--- src/rtl/ov5640_capture_ctrl.sv ---
// OV5640 DVP capture sequencer: frame skip, byte-pair packing, whole-frame write gating, geometry checks.
// Optional OV5640_CAP_ERRCNT_EN adds a saturating err_cnt[7:0] of line_err pulses.
module ov5640_capture_ctrl #(
  parameter int SKIP_FRAMES = 10,
  parameter int H_PIX       = 1280,
  parameter int V_LINES     = 720
) (
  input  logic        ov5640_pclk,
  input  logic        s_rst,
  input  logic        cfg_done,
  input  logic        cap_start,
  input  logic        cap_stop,
  input  logic        cap_mode,
  input  logic        ov5640_href,
  input  logic        ov5640_vsync,
  input  logic [7:0]  ov5640_data,
  output logic [15:0] m_data,
  output logic        m_wr_en,
  output logic        frame_start,
  output logic        frame_done,
  output logic        line_err,
  output logic        busy
`ifdef OV5640_CAP_ERRCNT_EN
  ,
  output logic [7:0]  err_cnt
`endif
);

  localparam int SW = $clog2(SKIP_FRAMES) + 1;
  localparam int PW = $clog2(H_PIX) + 1;
  localparam int LW = $clog2(V_LINES) + 1;

  typedef enum logic [1:0] {IDLE, SYNC, CAPTURE} state_e;

  state_e        state, state_nxt;
  logic          vs_r, href_r, phase, mode_r, stop_pend;
  logic [SW-1:0] skip_cnt;
  logic [PW-1:0] pix_cnt, pix_inc;
  logic [LW-1:0] line_cnt, line_inc;
  logic          vs_pos, href_fall;
  logic          fs_nxt, fd_nxt, le_nxt, skip_adv, frame_end, start_acc;

  assign vs_pos    = ov5640_vsync & ~vs_r;
  assign href_fall = ~ov5640_href & href_r;
  assign busy      = (state != IDLE);
  assign start_acc = (state == IDLE) && (state_nxt == SYNC);

  // Saturating views that include the write / line ending in this same cycle.
  assign pix_inc  = (m_wr_en && pix_cnt != '1) ? pix_cnt + PW'(1) : pix_cnt;
  assign line_inc = (href_fall && line_cnt != '1) ? line_cnt + LW'(1) : line_cnt;

  always_ff @(posedge ov5640_pclk) begin
    if (s_rst) state <= IDLE;
    else       state <= state_nxt;
  end

  always_comb begin
    state_nxt = state;
    fs_nxt    = 1'b0;
    fd_nxt    = 1'b0;
    le_nxt    = 1'b0;
    skip_adv  = 1'b0;
    frame_end = 1'b0;
    case (state)
      IDLE: if (cap_start && cfg_done) state_nxt = SYNC;
      SYNC: begin
        if (!cfg_done || cap_stop) state_nxt = IDLE;
        else if (vs_pos) begin
          if (skip_cnt == SW'(SKIP_FRAMES)) begin
            state_nxt = CAPTURE;
            fs_nxt    = 1'b1;
          end else skip_adv = 1'b1;
        end
      end
      CAPTURE: begin
        if (!cfg_done) state_nxt = IDLE;
        else begin
          if (href_fall && pix_inc != PW'(H_PIX)) le_nxt = 1'b1;
          if (vs_pos) begin
            fd_nxt    = 1'b1;
            frame_end = 1'b1;
            if (line_inc != LW'(V_LINES)) le_nxt = 1'b1;
            if (!mode_r || stop_pend || cap_stop) state_nxt = IDLE;
          end
        end
      end
      default: state_nxt = IDLE;
    endcase
  end

  always_ff @(posedge ov5640_pclk) begin
    if (s_rst) begin
      vs_r        <= 1'b0;
      href_r      <= 1'b0;
      phase       <= 1'b0;
      mode_r      <= 1'b0;
      stop_pend   <= 1'b0;
      skip_cnt    <= '0;
      pix_cnt     <= '0;
      line_cnt    <= '0;
      m_data      <= '0;
      m_wr_en     <= 1'b0;
      frame_start <= 1'b0;
      frame_done  <= 1'b0;
      line_err    <= 1'b0;
    end else begin
      vs_r        <= ov5640_vsync;
      href_r      <= ov5640_href;
      phase       <= ov5640_href ? ~phase : 1'b0;
      if (ov5640_href && !phase) m_data[15:8] <= ov5640_data;
      if (ov5640_href && phase)  m_data[7:0]  <= ov5640_data;
      m_wr_en     <= (state == CAPTURE) && ov5640_href && phase;
      frame_start <= fs_nxt;
      frame_done  <= fd_nxt;
      line_err    <= le_nxt;
      if (start_acc) begin
        mode_r   <= cap_mode;
        skip_cnt <= '0;
      end else if (skip_adv && skip_cnt != '1) skip_cnt <= skip_cnt + SW'(1);
      // Geometry counters only run inside a captured frame and restart at each boundary.
      if (state != CAPTURE || frame_end) begin
        pix_cnt  <= '0;
        line_cnt <= '0;
      end else begin
        pix_cnt  <= href_fall ? '0 : pix_inc;
        line_cnt <= line_inc;
      end
      if (state_nxt == IDLE)                  stop_pend <= 1'b0;
      else if (state == CAPTURE && cap_stop)  stop_pend <= 1'b1;
    end
  end

`ifdef OV5640_CAP_ERRCNT_EN
  always_ff @(posedge ov5640_pclk) begin
    if (s_rst || start_acc)           err_cnt <= '0;
    else if (le_nxt && err_cnt != '1) err_cnt <= err_cnt + 8'd1;
  end
`endif

endmodule

--- config.mk ---
export PLATFORM = sky130hd
export DESIGN_NAME = ov5640_capture_ctrl
export DESIGN_NICKNAME = d
export VERILOG_FILES = /design/src/rtl/ov5640_capture_ctrl.sv
export SDC_FILE = /design/constraint.sdc
export NUM_CORES = 1
export LEC_CHECK = 0
export CAP_MARGIN = 20
export CORE_UTILIZATION = 48
export DETAILED_ROUTE_END_ITERATION = 8
export HOLD_SLACK_MARGIN = 0.02
export PLACE_DENSITY = 0.7
export RECOVER_POWER = 100
export SYNTH_ARGS = -nofsm -noshare
export SYNTH_HDL_FRONTEND = slang
export SYNTH_SLANG_ARGS = --single-unit
--- constraint.sdc ---
create_clock -name ov5640_pclk -period 2.5 [get_ports ov5640_pclk]
set_input_delay 0.5 -clock ov5640_pclk [delete_from_list [all_inputs] [get_ports ov5640_pclk]]
set_output_delay 0.5 -clock ov5640_pclk [all_outputs]
set_load 0.03 [all_outputs]
---- After elaboration in Yosys (flattened, before gate mapping) ----
Cells that the tools add are included.
storage, ports and cells
  output and inout bits ................... 21
  flip-flop bits (word level) ............. 55
cells by class
  mux-type cells .......................... 21
  eq/ne operators ......................... 10
  bitwise operators ....................... 9
  reductions and logical operators ........ 28
  $add $sub $neg .......................... 3
operator list
  operator               count
  $mux 2                 7
  $add 12x1->12 const B  1
  $mux 12                1
  $ne 12x11->1 const B   1
  $ne 12x12->1 const B   1
  $add 11x1->11 const B  1
  $logic_and 1x1->1      11
  $mux 1                 11
  $mux 11                1
  $ne 11x10->1 const B   1
  $ne 11x11->1 const B   1
  $reduce_or 2->1        4
  $not 1->1              7
  $pmux 2 s3             1
  $reduce_or 3->1        2
  $add 5x1->5 const B    1
  $eq 5x4->1 const B     1
  $ne 5x5->1 const B     1
  $eq 2x1->1 const B     2
  $logic_not 2->1        2
  $logic_or 1x1->1       4
  $reduce_or 4->1        1
  $logic_not 1->1        3
  $and 1x1->1            2
  other kinds (3)        3

---- Longest topological paths before layout ----
Gate-level depths: netlist of the first run.
  word-level depth ........................ 10
  gate-level depth with buffers ........... 7
  mapped depth without buffers ............ 7

---- Least setup slack after synthesis of the first run ----
OpenSTA, ideal clock, no wires.
  path kind ............................... register to register
  start ................................... register m_wr_en
  end ..................................... register line_err
  cell stages (with the launch flop) ...... 8
  slack ................................... 0.360 ns
  path buffers ............................ 1
  data arrival time ....................... 2.009 ns
  path through ............................ dfxtp_1 buf_4 nand4_1 or4_1 xnor2_1 o32a_1 o41ai_1 nand3_1
between the ends
  longest elaborated chain between the ends .. 7
RTL lines
  element                 RTL line  text
  start, declared         18        output logic m_wr_en,
  start signal, assigned  112       m_wr_en <= (state == CAPTURE) && ov5640_href && phase;
  $logic_and 1x1->1 (*)   49        assign pix_inc = (m_wr_en && pix_cnt != '1) ? pix_cnt + PW'(1) : pix_cnt;
  $mux 12 (*)             49
  $ne 12x11->1 (*)        78        if (href_fall && pix_inc != PW'(H_PIX)) le_nxt = 1'b1;
  $logic_and 1x1->1 (*)   78
  $mux 1 (*)              78
  $mux 1                  82        if (line_inc != LW'(V_LINES)) le_nxt = 1'b1;
  $mux 1 (*)              79        if (vs_pos) begin
  end signal, assigned    115       line_err <= le_nxt;
  end, declared           21        output logic line_err,
Every way passes the cells marked *; elsewhere a longest branch is shown, timed or not.
A chain may end at the register's enable or synchronous reset.

---- Worst setup path in the final report of the first run ----
  start ................................... register pix_cnt[1]
  end ..................................... register line_err
between the ends
  longest elaborated chain between the ends .. 8
RTL lines
  element                                                                RTL line  text
  start, declared                                                        38        logic [PW-1:0] pix_cnt, pix_inc;
  start signal, assigned                                                 125       pix_cnt <= href_fall ? '0 : pix_inc;
  parallel branches: the longest is 2 deep, another holds $add 12x1->12  n/a
  $mux 12 (*)                                                            49
  $ne 12x11->1 (*)                                                       78
  $logic_and 1x1->1 (*)                                                  78
  $mux 1 (*)                                                             78
  $mux 1                                                                 82
  $mux 1 (*)                                                             79
Mark *: on every way between the ends.

==> flow_summary.html, run 1 <==
<table>
<tr><th>Metric</th><th>Value</th></tr>
<tr><th colspan="2">Status</th></tr>
<tr><td>Result of the run</td><td>complete, no violations</td></tr>
<tr><th colspan="2">Logic synthesis</th></tr>
<tr><td>Most common flop cell mapped by yosys</td><td>sky130_fd_sc_hd__dfxtp_1</td></tr>
<tr><td>Top cells by count, synth</td><td>55 x sky130_fd_sc_hd__dfxtp_1, 43 x sky130_fd_sc_hd__nand2_1, 40 x sky130_fd_sc_hd__nor2_1, 22 x sky130_fd_sc_hd__a21oi_1, 20 x sky130_fd_sc_hd__nand3_1</td></tr>
<tr><td>Ranking of synthesized cells by area</td><td>sky130_fd_sc_hd__dfxtp_1 42%, sky130_fd_sc_hd__nand2_1 6.2%, sky130_fd_sc_hd__nor2_1 5.7%</td></tr>
<tr><td>Register bit total from synthesis</td><td>55</td></tr>
<tr><td>Dominant cell by count in the synthesized netlist</td><td>sky130_fd_sc_hd__dfxtp_1</td></tr>
<tr><td>Synthesized area per cell</td><td>8.44 µm²</td></tr>
<tr><td>Number of different library cells in the post-synthesis netlist</td><td>51</td></tr>
<tr><td>Area share of the largest cell type after synthesis</td><td>42.0%</td></tr>
<tr><td>Number of enable-type register cells in the synthesized netlist</td><td>0</td></tr>
<tr><td>Post-synthesis async set-or-reset flop share</td><td>0%</td></tr>
<tr><td>Post-Syn Instances</td><td>311</td></tr>
<tr><td>Total number of yosys warnings</td><td>0</td></tr>
<tr><td>Synthesized area</td><td>2620 µm²</td></tr>
<tr><td>Sequential-to-total area share from yosys stat</td><td>42.0%</td></tr>
<tr><td>Most area-hungry cell type in the Yosys netlist</td><td>sky130_fd_sc_hd__dfxtp_1</td></tr>
<tr><td>Net count of the mapped netlist</td><td>around 330</td></tr>
<tr><th colspan="2">Clock tree</th></tr>
<tr><td>Number of cells upsized or downsized after cts</td><td>0</td></tr>
<tr><td>Number of buffers inserted for hold repair after clock tree synthesis</td><td>0</td></tr>
<tr><td>Clock buffer count from CTS</td><td>5</td></tr>
<tr><td>H-tree depth</td><td>2</td></tr>
<tr><td>Number of sinks driven by the clock tree</td><td>55</td></tr>
<tr><td>Post-CTS Setup Bufs</td><td>0</td></tr>
<tr><td>Clock transition at the register clock pins on the worst setup and hold paths after CTS</td><td>approximately 0.11 ns</td></tr>
<tr><td>Maximum clock path buffer count</td><td>2</td></tr>
<tr><td>Clock insertion delay at the later pin of the skew report</td><td>0.32 ns</td></tr>
<tr><td>Root cell of the clock tree</td><td>sky130_fd_sc_hd__clkbuf_8</td></tr>
<tr><td>Clock tree from TritonCTS</td><td>yes</td></tr>
<tr><th colspan="2">Power</th></tr>
<tr><td>Peak ir drop on the vdd network</td><td>343 µV</td></tr>
<tr><td>Internal power consumption</td><td>~1300 µW</td></tr>
<tr><td>Relative contribution of combinational cells to total power</td><td>7.6%</td></tr>
<tr><td>Clock power share</td><td>37.8%</td></tr>
<tr><td>P per Cell Area</td><td>519 nW/µm²</td></tr>
<tr><td>Switching component of the power</td><td>between 300 and 400 µW</td></tr>
<tr><td>Switching power share of the total</td><td>23.9%</td></tr>
<tr><td>Static power due to leakage</td><td>0.00112 µW</td></tr>
<tr><td>Share of power burned in registers</td><td>between 50% and 60%</td></tr>
<tr><th colspan="2">Critical path</th></tr>
<tr><td>Sort of element at the end of the critical path</td><td>register</td></tr>
<tr><td>Worst r2r dst</td><td>line_err</td></tr>
<tr><td>Capture point of the critical path</td><td>line_err</td></tr>
<tr><td>Reg2reg path depth</td><td>7</td></tr>
<tr><td>Largest fanout on the critical path</td><td>6</td></tr>
<tr><td>Setup slack, reg-to-reg</td><td>roughly 0.12 ns</td></tr>
<tr><td>WP data arrival</td><td>2.57 ns</td></tr>
<tr><td>Nature of the critical path startpoint</td><td>register</td></tr>
<tr><td>Launching point of the worst reg2reg path</td><td>pix_cnt[1]</td></tr>
<tr><td>Worst setup path startpoint</td><td>pix_cnt[1]</td></tr>
<tr><td>Req. time, crit path</td><td>around 2.7 ns</td></tr>
<tr><td>WS Path Type</td><td>reg -&gt; reg</td></tr>
<tr><th colspan="2">Cells and area</th></tr>
<tr><td>Area growth from synthesis to final layout</td><td>21.3%</td></tr>
<tr><td>Nets</td><td>~370</td></tr>
<tr><td>Post-layout utilization of the core</td><td>61.5%</td></tr>
<tr><td>Share of cells above drive strength 1</td><td>5.98%</td></tr>
<tr><td>Non-Filler Instances</td><td>421</td></tr>
<tr><td>Number of inserted filler cells in the final layout</td><td>around 460</td></tr>
<tr><td>Antenna cell count</td><td>0</td></tr>
<tr><th colspan="2">Die</th></tr>
<tr><td>Die span in x</td><td>between 70 and 80 µm</td></tr>
<tr><td>Number of ports placed on the die boundary</td><td>37</td></tr>
<tr><td>Placeable core region</td><td>slightly above 5000 µm²</td></tr>
<tr><td>Area of the die</td><td>approximately 5800 µm²</td></tr>
<tr><td>Initial Utilization</td><td>between 50% and 60%</td></tr>
<tr><td>Number of core rows</td><td>26</td></tr>
<tr><td>Floorplan die height</td><td>75.9 µm</td></tr>
<tr><th colspan="2">Timing</th></tr>
<tr><td>Hold Violations, Final</td><td>0</td></tr>
<tr><td>Setup repair after global routing missed its margin</td><td>no</td></tr>
<tr><td>Max frequency</td><td>roughly 0.42 GHz</td></tr>
<tr><td>Worst rel slew slack</td><td>32.9%</td></tr>
<tr><td>Pin slew with the least headroom to its limit</td><td>roughly 1 ns</td></tr>
<tr><td>Fraction of the cycle the final worst path needs</td><td>95.0%</td></tr>
<tr><td>Tmin final</td><td>2.38 ns</td></tr>
<tr><td>Post-Route Skew</td><td>0.0116 ns</td></tr>
<tr><td>Setup TNS Final</td><td>0 ns</td></tr>
<tr><td>Finish-stage setup viols</td><td>0</td></tr>
<tr><td>Final-report max-slew violation count</td><td>0</td></tr>
<tr><th colspan="2">Routing</th></tr>
<tr><td>Sum of routed wire length over all layers</td><td>5440 µm</td></tr>
<tr><td>Residual DRC</td><td>0</td></tr>
<tr><td>Drt initial violations</td><td>154</td></tr>
<tr><td>Routed Antenna Nets</td><td>0</td></tr>
<tr><td>Via count normalized by instance count</td><td>5.39</td></tr>
<tr><td>DR pass1 iterations</td><td>4</td></tr>
<tr><td>Total via count in the routed design</td><td>2269</td></tr>
<tr><td>Post-detailed-route wirelength per cell</td><td>12.9 µm</td></tr>
<tr><th colspan="2">Global route</th></tr>
<tr><td>Initial antenna violation count</td><td>0</td></tr>
<tr><td>Pin count of the biggest net entering global routing</td><td>24</td></tr>
<tr><td>Vias in the first global route</td><td>around 2100</td></tr>
<tr><td>Global route total overflow</td><td>0</td></tr>
<tr><td>First-pass GRT wire length</td><td>9560 µm</td></tr>
<tr><td>Total GRT Usage</td><td>20.2%</td></tr>
<tr><th colspan="2">Job</th></tr>
<tr><td># Max-Cap Violations</td><td>0</td></tr>
<tr><th colspan="2">Placed design</th></tr>
<tr><td>Placer congestion estimate</td><td>0.855</td></tr>
<tr><td>Buffers added on ports</td><td>36</td></tr>
<tr><td>Total instance count after detailed placement</td><td>413</td></tr>
<tr><td>HPWL Detailed</td><td>3900 µm</td></tr>
<tr><th colspan="2">Worst hold path</th></tr>
<tr><td>Hold Path Class</td><td>reg -&gt; reg</td></tr>
</table>
sequential cells by signal (all words and copies together), names as in the netlist:
name / flops
phase: 1
frame_done: 1
state: 2
m_data: 16
skip_cnt: 5
mode_r: 1
line_err: 1
href_r: 1
stop_pend: 1
pix_cnt: 12
m_wr_en: 1
line_cnt: 11
frame_start: 1
vs_r: 1
layout by cell type (no fill, tap or decap), types with 2 or more instances in the layout:
cell type and count:
sky130_fd_sc_hd__dfxtp_1 55, sky130_fd_sc_hd__nand2_1 43, sky130_fd_sc_hd__nor2_1 40, sky130_fd_sc_hd__a21oi_1 22, sky130_fd_sc_hd__dlygate4sd3_1 22, sky130_fd_sc_hd__nand3_1 20, sky130_fd_sc_hd__xnor2_1 16, sky130_fd_sc_hd__clkdlybuf4s50_1 14
sky130_fd_sc_hd__xor2_1 9, sky130_fd_sc_hd__nand4_1 8, sky130_fd_sc_hd__nor2b_1 6, sky130_fd_sc_hd__nor3b_1 6, sky130_fd_sc_hd__buf_4 6, sky130_fd_sc_hd__inv_1 5, sky130_fd_sc_hd__and3_1 5, sky130_fd_sc_hd__nor3_1 5
sky130_fd_sc_hd__ha_1 5, sky130_fd_sc_hd__clkbuf_8 5, sky130_fd_sc_hd__nand3b_1 4, sky130_fd_sc_hd__or3_1 4, sky130_fd_sc_hd__mux2i_1 4, sky130_fd_sc_hd__nand2b_1 3, sky130_fd_sc_hd__a41oi_1 3, sky130_fd_sc_hd__o21ai_0 3
sky130_fd_sc_hd__a2111oi_0 2, sky130_fd_sc_hd__nor4_1 2, sky130_fd_sc_hd__or4_1 2, sky130_fd_sc_hd__o41ai_1 2, sky130_fd_sc_hd__a211oi_1 2, sky130_fd_sc_hd__clkbuf_1 2
per-layer routing:
metal / wire length [µm] / part of all wire [%] / track usage, % / vias to the layer above
met1: 2680 / 49 / 27.7 / 1051
met3: 295 / 5.4 / 5.54 / 8
met4: 80 / 1.5 / 9.23 / 0
li1: - / - / - / 1161
met5: 0 / 0 / 0 / -
met2: 2390 / 44 / 29.5 / 49
how the worst min path moves through the flow:
stage	from	end	slack [ns]	cells after the start
2_1_floorplan	stop_pend	stop_pend	0.44	1
3_3_place_gp	m_data[4]	m_data[4]	0.44	2
3_5_place_dp	m_data[8]	m_data[8]	0.45	2
4_1_cts	m_data[8]	m_data[8]	0.46	2
5_1_grt	m_data[11]	m_data[11]	0.49	2
6_report	m_data[8]	m_data[8]	0.46	2
metrics by stage:
step | total power [µW] | instance area [µm²] | worst slack [ns] | hold slack, ns
floorplan | 988 | 2620 | 0.360 | 0.437
global placement | 1050 | 3070 | 0.212 | 0.443
detailed placement | 1050 | 3070 | 0.162 | 0.449
CTS | 1680 | 3190 | 0.110 | 0.465
global route | 1710 | 3180 | 0.0153 | 0.492
finish | 1650 | 3180 | 0.125 | 0.456
power by group through the flow:
stage	logic, µW	registers (µW)	clock network (µW)
3_5_place_dp	131	922	0
6_report	125	902	625
5_1_grt	138	905	673
3_3_place_gp	130	922	0
4_1_cts	132	902	645
2_1_floorplan	46.3	941	0
layout make-up:
cell class | instances | area [µm²] | area share (%)
Inverter | 5 | 18.8 | 0.590
Clock buffer | 5 | 68.8 | 2.16
Clock inverter | 3 | 50.0 | 1.57
Multi-Input combinational cell | 239 | 1440 | 45.3
Tap cell | 70 | 87.6 | 2.75
Timing Repair Buffer | 44 | 413 | 13.0
Sequential cell | 55 | 1100 | 34.6
cell families after synthesis:
kind of cell	after synthesis	share of synthesized area, %
and+or+nand+nor	159	30.8
AOI/OAI and AO/OA	46	12.0
muxes	4	1.53
buffers and inverters	17	3.05
DFF	55	42.0
xor gates and xnor gates	25	8.35
adders and majority gates	5	2.38
critical path: stages, from the launching register on:
cell	delay, ns
sky130_fd_sc_hd__dfxtp_1	0.43
sky130_fd_sc_hd__ha_1	0.31
sky130_fd_sc_hd__nand4_1	0.13
sky130_fd_sc_hd__or4_1	0.53
sky130_fd_sc_hd__xnor2_1	0.15
sky130_fd_sc_hd__o32a_1	0.18
sky130_fd_sc_hd__o41ai_1	0.40
sky130_fd_sc_hd__nand3_1	0.13
Power figures use the tool's default switching activity.
==> run 2, diff against run 1 <==
==> constraint.sdc (replaced) <==
create_clock -name ov5640_pclk -period 2.4 [get_ports ov5640_pclk]
set_input_delay 0.48 -clock ov5640_pclk [delete_from_list [all_inputs] [get_ports ov5640_pclk]]
set_output_delay 0.48 -clock ov5640_pclk [all_outputs]
set_load 0.03 [all_outputs]
==> flow_summary.html, run 2 (same netlist as run 1, synthesis figures left out) <==
<table>
<tr><th>Metric</th><th>Value</th></tr>
<tr><th colspan="2">Status</th></tr>
<tr><td>Result of the run</td><td>complete, no violations</td></tr>
<tr><th colspan="2">Timing</th></tr>
<tr><td>Setup repair after global routing missed its margin</td><td>no</td></tr>
<tr><td>Hold Violations, Final</td><td>0</td></tr>
<tr><td>Post-Route Skew</td><td>0.00877 ns</td></tr>
<tr><td>Pin slew with the least headroom to its limit</td><td>0.987 ns</td></tr>
<tr><td>Setup TNS Final</td><td>0 ns</td></tr>
<tr><td>Fraction of the cycle the final worst path needs</td><td>93.2%</td></tr>
<tr><td>Final critical-path setup slack</td><td>0.164 ns</td></tr>
<tr><td>Tmin final</td><td>2.24 ns</td></tr>
<tr><td>Worst rel slew slack</td><td>34.2%</td></tr>
<tr><td>Final-report max-slew violation count</td><td>0</td></tr>
<tr><td>Finish-stage setup viols</td><td>0</td></tr>
<tr><td>Max frequency</td><td>between 0.4 and 0.5 GHz</td></tr>
<tr><th colspan="2">Global route</th></tr>
<tr><td>Vias in the first global route</td><td>2104</td></tr>
<tr><td>Total GRT Usage</td><td>20.2%</td></tr>
<tr><td>First-pass GRT wire length</td><td>9710 µm</td></tr>
<tr><td>Initial antenna violation count</td><td>0</td></tr>
<tr><td>Global route total overflow</td><td>0</td></tr>
<tr><td>Pin count of the biggest net entering global routing</td><td>24</td></tr>
<tr><th colspan="2">Routing</th></tr>
<tr><td>Routed Antenna Nets</td><td>0</td></tr>
<tr><td>Total via count in the routed design</td><td>2265</td></tr>
<tr><td>Post-detailed-route wirelength per cell</td><td>12.3 µm</td></tr>
<tr><td>Via count normalized by instance count</td><td>5.32</td></tr>
<tr><td>Sum of routed wire length over all layers</td><td>approximately 5200 µm</td></tr>
<tr><td>Residual DRC</td><td>0</td></tr>
<tr><td>DR pass1 iterations</td><td>4</td></tr>
<tr><td>Drt initial violations</td><td>between 150 and 200</td></tr>
<tr><th colspan="2">Die</th></tr>
<tr><td>Number of core rows</td><td>26</td></tr>
<tr><td>Number of ports placed on the die boundary</td><td>37</td></tr>
<tr><td>Initial Utilization</td><td>50.7%</td></tr>
<tr><td>Area of the die</td><td>between 5000 and 6000 µm²</td></tr>
<tr><td>Die span in x</td><td>75.9 µm</td></tr>
<tr><td>Placeable core region</td><td>around 5200 µm²</td></tr>
<tr><td>Floorplan die height</td><td>75.9 µm</td></tr>
<tr><th colspan="2">Power</th></tr>
<tr><td>Internal power consumption</td><td>roughly 1200 µW</td></tr>
<tr><td>Static power due to leakage</td><td>0.00113 µW</td></tr>
<tr><td>Share of power burned in registers</td><td>59.5%</td></tr>
<tr><td>Clock power share</td><td>32.2%</td></tr>
<tr><td>Switching component of the power</td><td>approximately 380 µW</td></tr>
<tr><td>Relative contribution of combinational cells to total power</td><td>8.3%</td></tr>
<tr><td>Switching power share of the total</td><td>24.1%</td></tr>
<tr><td>Peak ir drop on the vdd network</td><td>roughly 400 µV</td></tr>
<tr><td>P per Cell Area</td><td>497 nW/µm²</td></tr>
<tr><th colspan="2">Critical path</th></tr>
<tr><td>Critical path cell sequence</td><td>ha_2 -&gt; nand4_1 -&gt; or4_1 -&gt; xnor2_1 -&gt; o32a_1 -&gt; o41ai_1 -&gt; nand3_1</td></tr>
<tr><td>Cell type group with the largest total delay on the critical path</td><td>simple AND/OR/NAND/NOR gates</td></tr>
<tr><td>Worst r2r dst</td><td>line_err</td></tr>
<tr><td>Master of the slowest instance on the critical path</td><td>sky130_fd_sc_hd__or4_1</td></tr>
<tr><td>WP data arrival</td><td>about 2.4 ns</td></tr>
<tr><td>Setup slack, reg-to-reg</td><td>0.16 ns</td></tr>
<tr><td>Worst setup path startpoint</td><td>pix_cnt[1]</td></tr>
<tr><td>Nature of the critical path startpoint</td><td>register</td></tr>
<tr><td>Req. time, crit path</td><td>2.58 ns</td></tr>
<tr><td>Sort of element at the end of the critical path</td><td>register</td></tr>
<tr><td>Levels on crit path</td><td>7</td></tr>
<tr><td>Count of buffering cells on the critical path with inverters included</td><td>0</td></tr>
<tr><td>Reg2reg path depth</td><td>7</td></tr>
<tr><td>Launching point of the worst reg2reg path</td><td>pix_cnt[1]</td></tr>
<tr><td>Capture point of the critical path</td><td>line_err</td></tr>
<tr><td>Delay of the slowest cell on the worst path</td><td>0.54 ns</td></tr>
<tr><td>WS Path Type</td><td>reg -&gt; reg</td></tr>
<tr><td>Largest fanout on the critical path</td><td>6</td></tr>
<tr><th colspan="2">Cells and area</th></tr>
<tr><td>Nets</td><td>approximately 380</td></tr>
<tr><td>Number of inserted filler cells in the final layout</td><td>470</td></tr>
<tr><td>Antenna cell count</td><td>0</td></tr>
<tr><td>Non-Filler Instances</td><td>426</td></tr>
<tr><td>Commonest non-fill, non-tap cell in the layout</td><td>sky130_fd_sc_hd__dfxtp_1</td></tr>
<tr><td>Max reg flops</td><td>16</td></tr>
<tr><td>Area growth from synthesis to final layout</td><td>21.0%</td></tr>
<tr><td>Registers with the most flip-flops</td><td>m_data x16, pix_cnt x12, line_cnt x11</td></tr>
<tr><td>Register name with the most flops</td><td>m_data</td></tr>
<tr><td>Commonest non-fill, non-tap cells in the layout</td><td>54 x sky130_fd_sc_hd__dfxtp_1, 43 x sky130_fd_sc_hd__nand2_1, 40 x sky130_fd_sc_hd__nor2_1</td></tr>
<tr><td>Share of cells above drive strength 1</td><td>7.30%</td></tr>
<tr><th colspan="2">Clock tree</th></tr>
<tr><td>Maximum clock path buffer count</td><td>2</td></tr>
<tr><td>H-tree depth</td><td>2</td></tr>
<tr><td>Clock insertion delay at the later pin of the skew report</td><td>0.31 ns</td></tr>
<tr><td>Number of buffers inserted for hold repair after clock tree synthesis</td><td>0</td></tr>
<tr><td>Clock transition at the register clock pins on the worst setup and hold paths after CTS</td><td>0.10 ns</td></tr>
<tr><td>Clock buffer count from CTS</td><td>5</td></tr>
<tr><td>Root cell of the clock tree</td><td>sky130_fd_sc_hd__clkbuf_8</td></tr>
<tr><td>Clock tree from TritonCTS</td><td>yes</td></tr>
<tr><td>Number of sinks driven by the clock tree</td><td>55</td></tr>
<tr><th colspan="2">Placed design</th></tr>
<tr><td>HPWL Detailed</td><td>3920 µm</td></tr>
<tr><td>Worst slack at placement</td><td>about 0.080 ns</td></tr>
<tr><td>Total instance count after detailed placement</td><td>418</td></tr>
<tr><td>Buffers added on ports</td><td>36</td></tr>
<tr><td>Placer congestion estimate</td><td>between 0.8 and 0.9</td></tr>
<tr><th colspan="2">Worst hold path</th></tr>
<tr><td>Hold Path Cell Cnt</td><td>2</td></tr>
<tr><td>Hold Path Class</td><td>reg -&gt; reg</td></tr>
<tr><th colspan="2">Job</th></tr>
<tr><td># Max-Cap Violations</td><td>0</td></tr>
</table>
## run 2: cell type report
type	instances	area (µm²)	area share (%)
clock buffer	6	72.6	2.29
multi-input combinational	239	1430	44.9
inverter	5	18.8	0.591
sequential	55	1100	34.7
clock inverter	2	16.3	0.512
tap	70	87.6	2.76
timing repair buffer	49	450	14.2
## run 2: power groups by stage
stage / clock [µW] / sequential, µW / combinational (µW)
floorplan: 0 / 981 / 48.3
global placement: 0 / 960 / 138
detailed placement: 0 / 961 / 138
CTS: 531 / 940 / 139
global route: 567 / 942 / 143
finish: 509 / 939 / 131
## run 2: worst min path at each step
stage / to / start
after floorplan: stop_pend / stop_pend
after global placement: m_data[3] / m_data[3]
after detailed placement: m_data[3] / m_data[3]
after CTS: m_data[3] / m_data[3]
after global routing: m_data[1] / m_data[1]
final: m_data[12] / m_data[12]
## run 2: what timing repair did
item / in CTS / in global routing
gates resized for setup: 0 / 2
setup buffers: 0 / 0
endpoints found under the setup margin: 0 / 1
## run 2: routing by layer
| metal | up-vias | wire length [µm] | GRT usage, % |
|---|---|---|---|
| met5 | - | 0 | 0 |
| met4 | 0 | 55 | 5.19 |
| met3 | 5 | 300 | 5.42 |
| met2 | 45 | 2360 | 30.6 |
| met1 | 1038 | 2530 | 28.2 |
| li1 | 1177 | - | - |
## run 2: worst register-to-register path, stage by stage, from the launching register on
cell                      delay [ns]
sky130_fd_sc_hd__dfxtp_2        0.38
sky130_fd_sc_hd__ha_2           0.25
sky130_fd_sc_hd__nand4_1        0.12
sky130_fd_sc_hd__or4_1          0.54
sky130_fd_sc_hd__xnor2_1        0.15
sky130_fd_sc_hd__o32a_1         0.15
sky130_fd_sc_hd__o41ai_1        0.41
sky130_fd_sc_hd__nand3_1        0.13
## run 2: stage by stage
| stage | area [µm²] | total power, µW | hold slack [ns] | util [%] |
|---|---|---|---|---|
| after floorplan | 2620 | 1030 | 0.437 | - |
| after CTS | 3200 | 1610 | 0.463 | 61.8 |
| final | 3170 | 1580 | 0.460 | 61.4 |
| after global placement | 3110 | 1100 | 0.443 | 60.1 |
| after detailed placement | 3110 | 1100 | 0.449 | 60.1 |
| after global routing | 3170 | 1650 | 0.489 | 61.4 |
==> run 3, diff against run 2 <==
--- a/config.mk
+++ b/config.mk
@@ -7,6 +7,7 @@
 export LEC_CHECK = 0
 export CAP_MARGIN = 20
 export CORE_UTILIZATION = 48
+export CTS_CLUSTER_SIZE = 30
 export DETAILED_ROUTE_END_ITERATION = 8
 export HOLD_SLACK_MARGIN = 0.02
 export PLACE_DENSITY = 0.7
==> results of run 3 <==
Same layout as run 2: the final DEF is identical, and so are final timing and power.
==> RTL change 1, RTL diff (flow settings as in run 2) <==
The 3 states of `state_e` get a one-hot encoding in 3 bits.
--- a/src/rtl/ov5640_capture_ctrl.sv
+++ b/src/rtl/ov5640_capture_ctrl.sv
@@ -30,7 +30,7 @@
   localparam int PW = $clog2(H_PIX) + 1;
   localparam int LW = $clog2(V_LINES) + 1;
 
-  typedef enum logic [1:0] {IDLE, SYNC, CAPTURE} state_e;
+  typedef enum logic [2:0] {IDLE = 3'b001, SYNC = 3'b010, CAPTURE = 3'b100} state_e;
 
   state_e        state, state_nxt;
   logic          vs_r, href_r, phase, mode_r, stop_pend;
Function: no difference found for any inputs over 10 cycles, from zero or initial values and one cycle with s_rst high; not proved beyond that.
==> RTL change 1 against run 2 <==
Combinational power grew 4%; fmax shrank 0.50%; routed wire length grew 5.1%; worst setup slack lost 0.011 ns; final area is essentially flat; total power grew 3.2%; die area grew 1.3%; sequential power grew 2%; sequential cell count grew 1; synthesized cell count grew 3.9%; highest routed layer unchanged; synthesized area grew 1.4%; non-clock buffer count shrank 4.
==> RTL change 1: results (changes against run 2) <==
synthesis:
  yosys.area_share.adder_pct: 2.35  # -0.033 points
  synthTopCellsByArea: "dfxtp_1 42%, a21oi_1 5.6%, nand2_1 5.4%, nor2_1 4.9%, nand3_1 4.3%"
  synth-compound-area-share_pct: 12.0  # +0.025 points
  yosys-top-cells-count: "56 x dfxtp_1, 38 x nand2_1, 35 x nor2_1, 30 x a21oi_1, 23 x nand3_1"
  synth_nets: 344  # +3.6%
  synthMuxAreaShare_pct: 2.26  # +0.73 points
  synth_xor_area_share_pct: 4.94  # -3.4 points
  ys_seq_area_share_pct: 42.1  # +0.18 points
placed_design:
  post-dp-hpwl_um: 3940  # +0.50%
  place_congestion: 0.880  # +8.9%
status:
  status: "finished, final reports clean"
final_layout:
  drive_above_1_share_pct: 5.57  # -1.7 points
drt:
  totalWireLength_um: 5510  # +5.1%
  dr.pass1.iters: 7  # +3
  dr_total_vias: 2333  # +3.0%
critical_path:
  cp_slowest_cell: "clkdlybuf4s50_1"
global_routing:
  grt_max_degree: 26  # +8.3%
  grt_pass1_wl_um: 9570  # -1.4%
  grt_usage_pct: 20.1  # -0.032 points
  first_global_vias: 2194  # +4.3%
sta:
  worstMarginPinSlew_ns: 1.04  # +0.0526 ns
pwr:
  ir_worst_vdd_mv: 0.352  # -9.8%
  power_leakage_uw: 0.00113  # +0.18%
cts:
  clock_latency_ns: 0.32
min_path:
  min_path_type: "flip-flop to flip-flop"
[RTL change 1: cell types whose count changed after synthesis, moves of 3 or more]
cell             run 2  this run
a21oi_1             22        30
a32oi_1              0         3
nand3_1             20        23
and4_1               0         5
nand2_1             43        38
xnor2_1             16         8
and3_1               5         8
nor2_1              40        35
and2_1               2         5
clkbuf_1             8        13
a31oi_1              1         4
o21ai_0              3         6
[RTL change 1: final cells by class]
| cell class | count | area, um2 |
|---|---|---|
| clock buffers | 5 | 68.8 |
| clock inverters | 3 | 22.5 |
| fillers | 488 | 2060 |
| inverters | 5 | 18.8 |
| multi-input cells | 245 | 1440 |
| flip-flops and latches | 56 | 1120 |
| well taps | 70 | 87.6 |
| repair buffers | 45 | 413 |
[RTL change 1: cell families (layout without fill, tap and decap cells)]
logic type / Yosys count / in the layout
simple gates: 165 / 165
flops: 56 / 56
compound gates: 54 / 54
buf+inv: 22 / 58
xor+xnor: 15 / 15
mux: 6 / 6
fa+ha+maj: 5 / 5
[RTL change 1: report_power, final]
group          switching (uW)  total [uW]  internal (uW)  leakage (uW)
clock                     327         538            210     0.0000485
combinational            74.3         136           61.3      0.000628
sequential               11.2         957            946      0.000454
[RTL change 1: critical path, delay by kind of cell (launching register included)]
kind	cells	cell delay [ns]
buf+inv	1	0.60
flops	1	0.38
simple gates	1	0.47
[RTL change 1: layer usage]
layer  GRT usage (%)  share of wire, %
met4            8.08               1.9
met1            25.3                48
met3            5.15               5.8
met2            32.8                44
met5               0                 0
[RTL change 1: worst paths after layout]
path	startpoint	to	slack, ns	depth (start not counted)
setup / recovery	state[0]	busy	0.15	2
hold / removal	m_data[3]	m_data[3]	0.46	2
setup reg to reg	line_cnt[0]	line_err	0.27	7
hold reg to reg	m_data[3]	m_data[3]	0.46	2
[RTL change 1: per-stage QoR]
| step | std cells | total power (uW) | setup slack (ns) | hold slack (ns) | utilization [%] |
|---|---|---|---|---|---|
| after floorplan | 323 | 1050 | 0.425 | 0.436 | - |
| after global placement | 421 | 1120 | -0.00937 | 0.442 | 59.2 |
| after detailed placement | 421 | 1120 | -0.0253 | 0.447 | 59.2 |
| after CTS | 429 | 1650 | 0.151 | 0.461 | 61.0 |
| after global routing | 429 | 1690 | 0.116 | 0.483 | 60.6 |
| final | 429 | 1630 | 0.153 | 0.458 | 60.6 |
==> RTL change 2, RTL diff (flow settings as in run 2) <==
Made on the original files. Set the parameter `V_LINES` to 360 (it was 720).
--- a/src/rtl/ov5640_capture_ctrl.sv
+++ b/src/rtl/ov5640_capture_ctrl.sv
@@ -3,7 +3,7 @@
 module ov5640_capture_ctrl #(
   parameter int SKIP_FRAMES = 10,
   parameter int H_PIX       = 1280,
-  parameter int V_LINES     = 720
+  parameter int V_LINES     = 360
 ) (
   input  logic        ov5640_pclk,
   input  logic        s_rst,
Check against the original RTL: same outputs for any inputs over 10 cycles, from zero or initial values and one cycle with s_rst high; that may be too few to reach the edited logic, so the function may still have changed.
==> RTL change 2 against run 2 <==
Total power up 5.6%; sequential share of layout area fell by 1.2 points; cell count decreased by 0.47%; sequential cell count is 1 lower; final area rose by 1.5%; utilization up 0.51 points; highest routed layer unchanged; synthesized area grew 0.29%; via count grew 0.75%; routed wire length up 3.3%; worst setup slack gained 0.090 ns.
==> RTL change 2: results (changes against run 2) <==
synthesis:
  synth_nets: 331  # -0.30%
  yosys-top-cells-count: "54 x dfxtp_1, 42 x nand2_1, 42 x nor2_1, 19 x a21oi_1, 19 x nand3_1"
  ys_types: 54  # +5.9%
  ys_seq_area_share_pct: 41.1  # -0.88 points
  synthTopCellsByArea: "dfxtp_1 41%, nand2_1 6.0%, nor2_1 6.0%, xnor2_1 4.7%, xor2_1 3.7%"
final_layout:
  nNetsFinal: 374  # -0.53%
  drive_above_1_share_pct: 9.32  # +2.0 points
  fillers: 496  # +5.5%
  largestRegisters: "m_data (16), pix_cnt (12), line_cnt (10)"
global_routing:
  use_met2_pct: 33.5  # +2.8 points
  grt_max_degree: 25  # +4.2%
  grt_pass1_wl_um: 9700  # about the same
  groute.layer.met3.usage_pct: 5.27  # -0.15 points
  first_global_vias: 2198  # +4.5%
  met1_usage_pct: 26.2  # -2.1 points
  grt_usage_pct: 20.1  # -0.057 points
sta:
  worstMarginPinSlew_ns: 0.948  # -0.0383 ns
  clock_skew_ns: 0.00554  # -0.00323 ns
status:
  status: "finished, final reports clean"
pwr:
  internal-power_uw: 1280  # +6.9%
  power_leakage_uw: 0.00116  # +2.4%
  p_clk_uw: 614  # +21%
  clkPwrFrac_pct: 36.8  # +4.6 points
  ir_worst_vdd_mv: 0.337  # -14%
drt:
  met2_length_um: 2450  # +4.0%
  via_per_inst: 5.38  # +1.2%
  wl_per_cell_um: 12.8  # +3.8%
  wl_met1_um: 2630  # +4.0%
placed_design:
  place_congestion: 0.865  # +7.1%
  post-dp-hpwl_um: 4040  # +3.2%
critical_path:
  arrival_ns: 2.35  # -0.06 ns
  slowest_delay_ns: 0.44  # -0.10 ns
-- RTL change 2: kinds of logic (layout without fill, tap and decap cells) --
| family | Yosys count | after routing | share of synthesized area, % |
|---|---|---|---|
| adder cells (fa/ha/maj) | 5 | 5 | 2.38 |
| AND/OR/NAND/NOR | 151 | 151 | 28.7 |
| AO/OA/AOI/OAI | 48 | 48 | 13.5 |
| flip-flops | 54 | 54 | 41.1 |
| buffers and inverters | 22 | 66 | 4.04 |
| multiplexers | 5 | 5 | 1.95 |
| XOR/XNOR | 25 | 25 | 8.32 |
-- RTL change 2: layout make-up --
type                            count  share of cell area (%)
Sequential cell                    54                    33.6
Inverter                            8                   0.932
Clock inverter                      3                    1.40
Clock buffer                        5                    2.14
Tap cell                           70                    2.72
Multi-Input combinational cell    234                    44.9
Timing Repair Buffer               50                    14.3
-- RTL change 2: per-stage QoR --
stage          std cells  instance area (um2)  hold WS, ns  setup slack [ns]
3_5_place_dp         413                 3090        0.449            0.0897
6_report             424                 3220        0.457             0.254
3_3_place_gp         413                 3090        0.441             0.118
5_1_grt              424                 3220        0.485            0.0397
4_1_cts              421                 3200        0.461             0.164
2_1_floorplan        310                 2630        0.438             0.392
-- RTL change 2: final timing paths --
check	to	start	cells past startpoint	slack [ns]
max	line_err	pix_cnt[0]	7	0.25
min	m_data[3]	m_data[3]	2	0.46
max reg2reg	line_err	pix_cnt[0]	7	0.25
min reg2reg	m_data[3]	m_data[3]	2	0.46
-- RTL change 2: timing repair --
action | CTS | global route
endpoints found under the setup margin | 0 | 1
setup buffers | 0 | 3
resized for setup | 0 | 1
-- RTL change 2: worst max-delay path, delay by kind of cell, from the launching register on --
family	cells	cell delay (ns)
AOI/OAI and AO/OA	3	0.99
DFF	1	0.44
and+or+nand+nor	3	0.36
adders and majority gates	1	0.26
